===== config.mk =====
export PLATFORM = sky130hd
export DESIGN_NAME = uart_fifo_ctl
export DESIGN_NICKNAME = d
export VERILOG_FILES = /design/src/rtl/uart_fifo_pkg.sv /design/src/rtl/uart_fifo_ram.sv /design/src/rtl/uart_fifo_ctl.sv
export SDC_FILE = /design/constraint.sdc
export NUM_CORES = 1
export LEC_CHECK = 0
export ABC_AREA = 1
export CAP_MARGIN = 30
export CORE_MARGIN = 5
export CORE_UTILIZATION = 28
export CTS_CLUSTER_DIAMETER = 200
export DETAILED_ROUTE_END_ITERATION = 10
export GPL_TIMING_DRIVEN = 0
export HOLD_SLACK_MARGIN = 0.02
export MAX_ROUTING_LAYER = met4
export PLACE_DENSITY = 0.48
export REMOVE_ABC_BUFFERS = 1
export SYNTH_ARGS = -nofsm -noshare
export SYNTH_HDL_FRONTEND = slang
export SYNTH_SLANG_ARGS = --single-unit
export TNS_END_PERCENT = 20

===== constraint.sdc =====
create_clock -name i_clk -period 1.8 [get_ports i_clk]
set_clock_uncertainty 0.1 [all_clocks]
set_input_delay 0.18 -clock i_clk [delete_from_list [all_inputs] [get_ports i_clk]]
set_output_delay 0.18 -clock i_clk [all_outputs]
set_load 0.03 [all_outputs]

===== src/rtl/uart_fifo_pkg.sv =====
// Shared constants and helpers for the UART byte FIFO.
// Optional error flags are enabled by defining UART_FIFO_ERR_FLAGS_EN.
package uart_fifo_pkg;

  localparam int FIFO_MODE_REG   = 0;
  localparam int FIFO_MODE_FWFT  = 1;
  localparam int UART_FIFO_WIDTH = 8;
  localparam int UART_FIFO_DEPTH = 16;

  // Explicit wrap keeps non-power-of-2 depths correct.
  function automatic int unsigned fifo_ptr_inc(input int unsigned ptr, input int unsigned depth);
    if (ptr == (depth - 32'd1)) begin
      return 32'd0;
    end else begin
      return ptr + 32'd1;
    end
  endfunction

endpackage


===== src/rtl/uart_fifo_ram.sv =====
// Simple dual-port storage: one synchronous write port, one asynchronous read address.
// Used by uart_fifo_ctl (error flags selected there by UART_FIFO_ERR_FLAGS_EN).
module uart_fifo_ram
  import uart_fifo_pkg::*;
#(
  parameter int WIDTH = UART_FIFO_WIDTH,
  parameter int DEPTH = UART_FIFO_DEPTH,
  parameter int AW    = $clog2(DEPTH)
) (
  input  logic             i_clk,
  input  logic             i_wr_en,
  input  logic [AW-1:0]    i_wr_addr,
  input  logic [WIDTH-1:0] i_wr_data,
  input  logic [AW-1:0]    i_rd_addr,
  output logic [WIDTH-1:0] o_rd_data
);

  logic [WIDTH-1:0] r_mem [DEPTH];

  // Storage write; contents are intentionally not reset.
  always_ff @(posedge i_clk) begin
    if (i_wr_en) begin
      r_mem[i_wr_addr] <= i_wr_data;
    end
  end

  assign o_rd_data = r_mem[i_rd_addr];

endmodule


===== src/rtl/uart_fifo_ctl.sv =====
// Parametrised UART byte FIFO with level, thresholds and registered or FWFT read.
// Define UART_FIFO_ERR_FLAGS_EN to add sticky overflow/underflow flags.
module uart_fifo_ctl
  import uart_fifo_pkg::*;
#(
  parameter int WIDTH = UART_FIFO_WIDTH,
  parameter int DEPTH = UART_FIFO_DEPTH,
  parameter int FWFT  = FIFO_MODE_REG,
  parameter int LVL_W = $clog2(DEPTH + 1)
) (
  input  logic             i_clk,
  input  logic             i_rst,
  input  logic             i_wr_en,
  input  logic [WIDTH-1:0] i_wr_data,
  output logic             o_wr_ready,
  input  logic             i_rd_en,
  output logic [WIDTH-1:0] o_rd_data,
  output logic             o_rd_valid,
  input  logic [LVL_W-1:0] i_af_thresh,
  input  logic [LVL_W-1:0] i_ae_thresh,
  output logic [LVL_W-1:0] o_level,
  output logic             o_empty,
  output logic             o_full,
  output logic             o_almostfull,
`ifdef UART_FIFO_ERR_FLAGS_EN
  input  logic             i_err_clr,
  output logic             o_overflow,
  output logic             o_underflow,
`endif
  output logic             o_almostempty
);

  localparam int PTR_W = $clog2(DEPTH);

  logic [PTR_W-1:0] r_rd_ptr;
  logic [PTR_W-1:0] r_wr_ptr;
  logic [LVL_W-1:0] r_level;
  logic [WIDTH-1:0] w_ram_data;
  logic             w_empty;
  logic             w_full;
  logic             w_rd_acc;
  logic             w_wr_acc;

  assign w_empty  = (r_level == LVL_W'(0));
  assign w_full   = (r_level == LVL_W'(DEPTH));
  // No bypass: an empty FIFO never accepts a read, even alongside a write.
  assign w_rd_acc = i_rd_en && !w_empty;
  assign w_wr_acc = i_wr_en && (!w_full || w_rd_acc);

  assign o_wr_ready    = !w_full || w_rd_acc;
  assign o_level       = r_level;
  assign o_empty       = w_empty;
  assign o_full        = w_full;
  assign o_almostfull  = (r_level >= i_af_thresh);
  assign o_almostempty = (r_level <= i_ae_thresh);

  uart_fifo_ram #(
    .WIDTH (WIDTH),
    .DEPTH (DEPTH),
    .AW    (PTR_W)
  ) u_ram (
    .i_clk     (i_clk),
    .i_wr_en   (w_wr_acc),
    .i_wr_addr (r_wr_ptr),
    .i_wr_data (i_wr_data),
    .i_rd_addr (r_rd_ptr),
    .o_rd_data (w_ram_data)
  );

  // Pointer and occupancy bookkeeping.
  always_ff @(posedge i_clk) begin
    if (i_rst) begin
      r_rd_ptr <= '0;
      r_wr_ptr <= '0;
      r_level  <= '0;
    end else begin
      if (w_wr_acc) begin
        r_wr_ptr <= PTR_W'(fifo_ptr_inc(32'(r_wr_ptr), 32'(DEPTH)));
      end
      if (w_rd_acc) begin
        r_rd_ptr <= PTR_W'(fifo_ptr_inc(32'(r_rd_ptr), 32'(DEPTH)));
      end
      case ({w_wr_acc, w_rd_acc})
        2'b10:   r_level <= r_level + LVL_W'(1);
        2'b01:   r_level <= r_level - LVL_W'(1);
        default: r_level <= r_level;
      endcase
    end
  end

  if (FWFT == FIFO_MODE_FWFT) begin : g_fwft
    assign o_rd_data  = w_ram_data;
    assign o_rd_valid = !w_empty;
  end else begin : g_reg
    logic [WIDTH-1:0] r_rd_data;
    logic             r_rd_valid;

    // Registered read: one-cycle valid pulse, data held between reads.
    always_ff @(posedge i_clk) begin
      if (i_rst) begin
        r_rd_data  <= '0;
        r_rd_valid <= 1'b0;
      end else begin
        r_rd_valid <= w_rd_acc;
        if (w_rd_acc) begin
          r_rd_data <= w_ram_data;
        end
      end
    end

    assign o_rd_data  = r_rd_data;
    assign o_rd_valid = r_rd_valid;
  end

`ifdef UART_FIFO_ERR_FLAGS_EN
  logic r_overflow;
  logic r_underflow;

  // Sticky error flags; a new error beats a coincident clear.
  always_ff @(posedge i_clk) begin
    if (i_rst) begin
      r_overflow  <= 1'b0;
      r_underflow <= 1'b0;
    end else begin
      if (i_wr_en && !w_wr_acc) begin
        r_overflow <= 1'b1;
      end else if (i_err_clr) begin
        r_overflow <= 1'b0;
      end
      if (i_rd_en && w_empty) begin
        r_underflow <= 1'b1;
      end else if (i_err_clr) begin
        r_underflow <= 1'b0;
      end
    end
  end

  assign o_overflow  = r_overflow;
  assign o_underflow = r_underflow;
`endif

endmodule


**Yosys cells after proc, flatten, opt, wreduce, memory -nomap -nowiden**

Memories as Yosys holds them, arrays and structs flattened. A register that Yosys moved wholly into a read port is not among the register bits.
Cells that the tools add are included.

- Memory bits (writable): 128
- Memories: 1
- Bits of input ports: 22
- Flip-flop bits (word level): 14
- Output and inout port bits: 19

Memories:

| memory | words | width | rd ports | clocked after Yosys merged registers in | wr ports | line | text |
|---|---|---|---|---|---|---|---|
| u_ram.r_mem | 16 | 8 | 1 | 1 | 1 | uart_fifo_ram.sv:18 | `logic [WIDTH-1:0] r_mem [DEPTH];` |

- Reductions and logical operators: 7
- Magnitude comparators: 2
- $add $sub $neg: 4
- Equal/unequal tests: 5
- Muxes and demuxes: 5

Operators by type and width:

| kind | count |
|---|---|
| case mux 5 bit (2 select lines) | 1 |
| adder 4 x 1 -> 4 bit (second input constant) | 2 |
| equality test 4 bit (second input constant) | 2 |
| 2-to-1 mux 4 bit | 2 |
| adder 5 x 1 -> 5 bit (second input constant) | 1 |
| equality test 5 bit (second input constant) | 1 |
| >= comparator 5 bit | 1 |
| less-or-equal comparator 5 bit | 1 |
| zero test 5 bit | 1 |
| subtractor 5 x 1 -> 5 bit (second input constant) | 1 |
| equality test 2 x 1 -> 1 bit (second input constant) | 1 |
| equality test 2 bit (second input constant) | 1 |
| logical AND 1 bit | 2 |
| zero test 1 bit | 2 |
| 2-to-1 mux 1 bit | 2 |
| nonzero test 2 bit | 1 |
| logical OR 1 bit | 1 |

**Logic depth before layout (Yosys ltp)**

Gate-level depths: netlist of the first run.

- Word-level depth: 7
- Mapped depth: 14
- Gate-level depth less buffers: 13

**Cells and area by module**

From an unflattened synthesis of the first run, not the netlist that was laid out.

- Cells, all modules: 720
- Area, all modules: 6926.6 um2

By module, submodules not included:

| module | area each (um2) | times used | cells each |
|---|---|---|---|
| uart_fifo_ram | 5606.6 | 1 | 543 |
| uart_fifo_ctl | 1320.0 | 1 | 177 |

**Worst setup path after synthesis of the first run**

Ideal clock, no wire load.

- Kind: register to register
- Start: register r_level[4] (netlist: o_level[4])
- End: register r_level[4] (netlist: o_level[4])
- Stages on the path, launching flop included: 13
- Slack: -0.431 ns
- Clock period less this slack: 2.231 ns
- Path buffers: 1
- Arrival: 2.014 ns
- Path through: dfxtp_1 -> inv_1 -> nand3_2 -> nand2_4 -> inv_2 -> buf_6 -> nand2_8 -> fa_1 -> nand3b_1 -> nand3_1 -> nand2_1 -> a21oi_1 -> nor2_1

- Word-level cells in the longest chain between the ends: 7
- Elaborated cells between the ends (all ways): 13

RTL lines:

| what | line | text |
|---|---|---|
| start: declaration | uart_fifo_ctl.sv:37 | `logic [LVL_W-1:0] r_level;` |
| start signal: assignment | uart_fifo_ctl.sv:84 | `2'b10: r_level <= r_level + LVL_W'(1);` |
| start signal: assignment | uart_fifo_ctl.sv:85 | `2'b01: r_level <= r_level - LVL_W'(1);` |
| start signal: assignment | uart_fifo_ctl.sv:86 | `default: r_level <= r_level;` |
| zero test 5 bit | uart_fifo_ctl.sv:44 | `assign w_empty = (r_level == LVL_W'(0));` |
| zero test 1 bit | uart_fifo_ctl.sv:47 | `assign w_rd_acc = i_rd_en && !w_empty;` |
| logical AND 1 bit | uart_fifo_ctl.sv:47 |  |
| logical OR 1 bit | uart_fifo_ctl.sv:48 | `assign w_wr_acc = i_wr_en && (!w_full \|\| w_rd_acc);` |
| logical AND 1 bit | uart_fifo_ctl.sv:48 |  |
| equality test 2 x 1 -> 1 bit or equality test 2 bit (tied branches) | uart_fifo_ctl.sv:83 | `case ({w_wr_acc, w_rd_acc})` |
| case mux 5 bit (2 select lines) or nonzero test 2 bit (tied branches) | n/a |  |

Parallel ways exist; a longest one is shown, timed or not.
A chain may end at the register's enable or synchronous reset.

**Worst setup path after layout of the first run**

- Start: register r_level[0] (netlist: o_level[0])
- End: output port o_almostfull

- Word-level cells in the longest chain between the ends: 1

RTL lines:

| what | line | text |
|---|---|---|
| >= comparator 5 bit | uart_fifo_ctl.sv:54 | `assign o_almostfull = (r_level >= i_af_thresh);` |
| end: declaration | uart_fifo_ctl.sv:24 | `output logic o_almostfull,` |

Every way passes these cells.

==> flow_summary.json, run 1 <==
{
  "worst_slew_pin_slew_ns": 0.885,
  "drcViolationCount": 0,
  "crit_fanout": 3,
  "drtIter0Drc": 432,
  "finalHoldViolCount": 0,
  "critical_path.most_common_cell": "nand2_1",
  "mostFrequentLayoutCells": "edfxtp_1, nand2_1, nor2_1",
  "fin_setup_tns_ns": -14.89,
  "cp-start-kind": "flop",
  "finalSetupViolCount": 125,
  "crit_start": "o_level[0]",
  "layout_commonest_cell": "edfxtp_1",
  "core_um2": 22700,
  "area_growth_pct": 28.3,
  "cts_made_buffers": 17,
  "fin_ws_ns": -0.191,
  "min_path_type": "in -> reg",
  "power_density_nw_per_um2": 1330,
  "drt_first_pass_iters": 5,
  "post_drt_wl_per_cell_um": 18.0,
  "maxSlewViolCount": 0,
  "yosysWarnings": 0,
  "synth_area_per_cell_um2": 10.8,
  "crit_path_end": "o_almostfull",
  "viasPerCell": 4.73,
  "fin_cells": 957,
  "netlist_instances": 601,
  "io_buffers": 40,
  "rsz0062_at_grt": "true",
  "clock-root-buffer": "clkbuf_16",
  "r2r_slack_ns": -0.17,
  "rr_worst_depth": 12,
  "design.die.area_um2": 26300,
  "clkSlewWorstSetupHoldPaths_ns": 0.06,
  "grt_usage_pct": 13.8,
  "synth-seq-cells": 150,
  "fin_crit_sh_pct": 111,
  "gp_congestion": 0.828,
  "cp_cell_sequence": "inv_4 -> ha_4 -> o21ai_1 -> nand2_1 -> nand2_1 -> nand2_2 -> a21oi_2 -> o21bai_1 -> buf_4",
  "ir_drop_uv": 706,
  "synth.yosys.seq_area_share_pct": 66.1,
  "n_antenna_cell": 0,
  "htreeDepth": 4,
  "grt_overflow": 0,
  "leakage_nw": 3.07,
  "fp-row-count": 55,
  "period_minus_slack_ns": 1.99,
  "drive_gt1_share_pct": 17.0,
  "synth.distinct_cells": 31,
  "regArea_um2": 4310,
  "multiInputGateArea_um2": 2140,
  "ant_nets": 0,
  "initial_utilization_pct": 28.5,
  "grt_pass1_wl_mm": 26.5,
  "finalWirelength_mm": 17.2,
  "nNetsFinal": 700,
  "clockBufferDepth": 2,
  "dp_hpwl_mm": 10.9,
  "cp-end-kind": "primary output",
  "clock.fmax_ghz": 0.502,
  "violations": "negative setup slack",
  "insertion_delay_ns": 0.42,
  "reg2reg_to": "o_level[4]",
  "numClockSinks": 150,
  "criticalPathCategory": "reg -> out",
  "r2r_start": "o_level[1]",
  "ioPinCount": 41,
  "grt_pass1_vias": 4534,
  "max_stage_delay_ns": 0.38,
  "slowest_stage": "dfxtp_4",
  "num_vias": 4523,
  "drv_cap": 0,
  "status": "finished, violations left",
  "hold_ws_ns": 0.293,
  "dp.cells": 904,
  "grt_max_degree": 42,
  "fillers": 2222,
  "syn-cell-area_um2": 6480,
  "die_w_um": 162,
  "antenna_found_initial": 0,
  "die_h_um": 162,
  "required_ns": 1.52,
  "timing.critical_path.arrival_ns": 1.71,
  "cts_tree": "built",
  "power_mw": 11.1,
  "max_slew_margin_pct": 40.8
}
routing by layer:
layer  global-route usage, %  vias to the layer above  part of all wire (%)
met2                    21.9                      103                    49
met3                    2.79                       18                   4.1
li1                        -                     2196                     -
met1                    18.1                     2206                    46
met4                    3.84                        0                   1.3
met5                       -                        -                     0
kinds of logic after synthesis:
kind of cell / share of synthesized area (%)
and+or+nand+nor: 17.6
xor gates and xnor gates: 0.405
buffers and inverters: 4.36
DFF: 66.1
adders and majority gates: 3.78
AOI/OAI and AO/OA: 7.72
critical path: cells and delay by family, from the launching register on:
| family | cells | cell delay, ns |
|---|---|---|
| AO/OA/AOI/OAI | 3 | 0.30 |
| buffers and inverters | 2 | 0.22 |
| adder cells (fa/ha/maj) | 1 | 0.20 |
| AND/OR/NAND/NOR | 3 | 0.21 |
| flip-flops | 1 | 0.38 |
synth_stat cells (all sizes together):
| library cell | number | area (um2) |
|---|---|---|
| fa | 1 | 20.0 |
| buf | 20 | 128 |
| nand2 | 100 | 407 |
| o21ai | 68 | 340 |
| clkinv | 3 | 16.3 |
| clkbuf | 6 | 22.5 |
| xor2 | 2 | 17.5 |
| o221ai | 1 | 8.76 |
| nand3 | 60 | 305 |
| nand4 | 1 | 6.26 |
| xnor2 | 1 | 8.76 |
| nand3b | 1 | 7.51 |
| nor2 | 108 | 413 |
| o21bai | 1 | 7.51 |
| ha | 18 | 225 |
| a21oi | 28 | 144 |
| dfxtp | 22 | 440 |
| edfxtp | 128 | 3840 |
| nor3 | 1 | 5.00 |
| inv | 31 | 116 |
registers in the layout (all words and copies together) (netlist names):
name,flops
o_level,5
r_wr_ptr,4
o_rd_valid,1
u_ram.r_mem,128
o_rd_data,8
r_rd_ptr,4
worst min path at each step:
stage                 from          end  slack (ns)  depth (start not counted)
4_1_cts              i_rst   o_rd_valid        0.27                          2
3_3_place_gp   r_wr_ptr[0]  r_wr_ptr[0]        0.39                          2
2_1_floorplan        i_rst  r_rd_ptr[0]        0.15                          1
5_1_grt              i_rst  r_rd_ptr[0]        0.29                          2
3_5_place_dp   r_wr_ptr[0]  r_wr_ptr[0]        0.42                          2
6_report             i_rst   o_rd_valid        0.29                          2
repair_timing:
action | CTS | global route
cloned | 1 | 0
resized for setup | 91 | 10
pin swaps | 14 | 8
setup endpoints to repair | 152 | 140
hold buffers | 0 | 0
buffers inserted | 18 | 2
final cells by class:
class,count,share of cell area (%)
clock inverters,13,2.15
clock buffers,19,5.44
flip-flops and latches,150,51.8
repair buffers,64,8.66
well taps,285,4.29
multi-input cells,391,25.7
repair inverters,1,0.0752
inverters,34,1.83
power by group:
part | leakage [nW] | switching, mW | internal (mW)
clock network | 0.301 | 1.38 | 2.38
logic | 1.43 | 1.94 | 1.20
registers | 1.34 | 0.212 | 3.98
total | 3.07 | 3.53 | 7.57
metrics by stage:
step | cell area [um2] | util (%) | setup slack [ns]
floorplan | 6330 | - | -0.976
global placement | 7090 | 31.2 | -2.65
global route | 8320 | 36.6 | -0.309
detailed placement | 7190 | 31.6 | -0.812
finish | 8320 | 36.6 | -0.191
CTS | 8270 | 36.4 | -0.258
Note: power is estimated with default switching activity, not from simulation.
==> run 2: changes to the inputs <==
CORE_MARGIN = 2   (was 5)
==> run 2 against run 1 <==
The flow still finishes with violations (negative setup slack). Clock power shrank 3%. Cell area increased by 2.0%. Combinational power rose by 8.9%. Power increased by 1.2%. Wire length is essentially flat. Sequential share of layout area fell by 1.0 points. Largest power group unchanged. Hold slack worse by 0.019 ns. Non-clock buffer count grew 6. Critical path depth stayed put. Via count rose by 0.88%. Fmax fell by 0.86%.
==> flow_summary.json, run 2 (same netlist as run 1, synthesis figures left out) <==
{
  "ioPinCount": 41,
  "clkSlewWorstSetupHoldPaths_ns": 0.06,
  "initial_utilization_pct": 28.5,
  "grt_pass1_vias": 4430,
  "viasPerCell": 4.74,
  "finalHoldViolCount": 0,
  "r2r_start": "o_level[2]",
  "clockBufferDepth": 2,
  "pwr-share-seq_pct": 37.2,
  "grt_usage_pct": 14.8,
  "multiInputGateArea_um2": 2220,
  "htreeDepth": 4,
  "crit_start": "o_level[0]",
  "r2r_slack_ns": -0.14,
  "grt_max_degree": 34,
  "core_um2": 22700,
  "fin_ws_ns": -0.208,
  "hold_buffers": 0,
  "p_int_mw": 7.62,
  "dp_slack_ns": -0.776,
  "fillers": 2193,
  "cp-start-kind": "flop",
  "slowest_stage": "dfxtp_4",
  "post_drt_wl_per_cell_um": 17.9,
  "clock.fmax_ghz": 0.498,
  "numClockSinks": 150,
  "n_antenna_cell": 0,
  "crit_fanout": 4,
  "fin_crit_sh_pct": 112,
  "fp-row-count": 55,
  "max_slew_margin_pct": 49.9,
  "hold_ws_ns": 0.274,
  "cp-end-kind": "primary output",
  "finalWirelength_mm": 17.2,
  "drv_cap": 0,
  "regArea_um2": 4310,
  "num_vias": 4563,
  "max_stage_delay_ns": 0.39,
  "largest_reg_flops": 128,
  "layout_commonest_cell": "edfxtp_1",
  "area_growth_pct": 30.9,
  "period_minus_slack_ns": 2.01,
  "clock-root-buffer": "clkbuf_16",
  "worst_slew_pin_slew_ns": 0.750,
  "swShare_pct": 32.1,
  "fin_cells": 963,
  "path_buf_inv": 2,
  "critical_path.most_common_cell": "nand2_1",
  "drtIter0Drc": 267,
  "grt_pass1_wl_mm": 25.7,
  "insertion_delay_ns": 0.42,
  "required_ns": 1.52,
  "dp_hpwl_mm": 10.1,
  "dp.cells": 903,
  "comb_power_share_pct": 30.5,
  "gp_congestion": 0.738,
  "finalSetupViolCount": 36,
  "fin_setup_tns_ns": -1.79,
  "top_register": "u_ram.r_mem",
  "power_switching_mw": 3.61,
  "mostFrequentLayoutCells": "edfxtp_1, nand2_1, nor2_1",
  "die_h_um": 156,
  "cts_tree": "built",
  "drt_first_pass_iters": 4,
  "min_path_type": "in -> reg",
  "die_w_um": 156,
  "ant_nets": 0,
  "nNetsFinal": 706,
  "ir_drop_uv": 723,
  "drive_gt1_share_pct": 18.6,
  "criticalPathCategory": "reg -> out",
  "timing.critical_path.arrival_ns": 1.73,
  "pwr-share-clk_pct": 32.3,
  "drcViolationCount": 0,
  "io_buffers": 40,
  "antenna_found_initial": 0,
  "status": "finished, violations left",
  "maxSlewViolCount": 0,
  "cp_cell_sequence": "inv_6 -> ha_4 -> o21ai_2 -> nand2_1 -> nand2_1 -> nand2_1 -> a21oi_2 -> o21bai_1 -> buf_4",
  "leakage_nw": 3.09,
  "violations": "negative setup slack",
  "cpLargestDelayFamily": "flip-flops",
  "power_density_nw_per_um2": 1320,
  "design.die.area_um2": 24400,
  "rsz0062_at_grt": "true",
  "grt_overflow": 0,
  "hold_start": "i_rst",
  "cts_made_buffers": 17
}
run 2: cell types whose count changed in the layout (fill, tap and decap cells not counted), sizes merged:
cell and delta:
buf +5, bufbuf +1, bufinv -1, clkbuf +5
clkdlybuf4s15 -1, clkdlybuf4s50 +4, clkinv -1, clkinvlp -1
dlygate4sd2 -1, dlymetal6s2s -3, inv -1
run 2: repair_timing:
action	in CTS	in global routing
buffers inserted	17	9
setup endpoints to repair	152	138
gates resized for setup	92	31
pin swaps	16	18
gates cloned	1	1
run 2: layout make-up:
class	count	share of cell area [%]
Clock inverter	9	1.46
Timing Repair Buffer	70	9.57
Multi-Input combinational cell	391	26.2
Sequential cell	150	50.8
Tap cell	285	4.20
Clock buffer	23	5.75
Inverter	34	1.96
Timing Repair inverter	1	0.103
run 2: stage by stage:
stage	total power, mW	util (%)	instance area [um2]
floorplan	5.86	-	6330
global placement	6.84	31.2	7090
detailed placement	6.98	31.5	7160
CTS	11.1	36.4	8270
global route	11.8	37.4	8490
finish	11.2	37.4	8490
run 2: final timing paths:
kind / to / cells after the start
min reg2reg: r_wr_ptr[0] / 2
min: o_rd_valid / 2
max reg2reg: o_level[4] / 12
max: o_almostfull / 9
run 2: power groups by stage:
stage | logic [mW] | clock network (mW) | registers, mW
floorplan | 1.40 | 0 | 4.45
CTS | 3.17 | 3.69 | 4.22
global route | 3.76 | 3.84 | 4.20
global placement | 2.44 | 0 | 4.40
finish | 3.43 | 3.63 | 4.18
detailed placement | 2.66 | 0 | 4.32
run 2: layer usage:
metal  GRT usage, %  share of wire [%]  vias to the layer above  wire length (um)
met3           2.81                3.5                       13               596
met1           17.7                 44                     2250              7570
met5              -                  0                        -                 0
li1               -                  -                     2211                 -
met2           25.3                 52                       89              8870
met4           4.67               0.96                        0               165
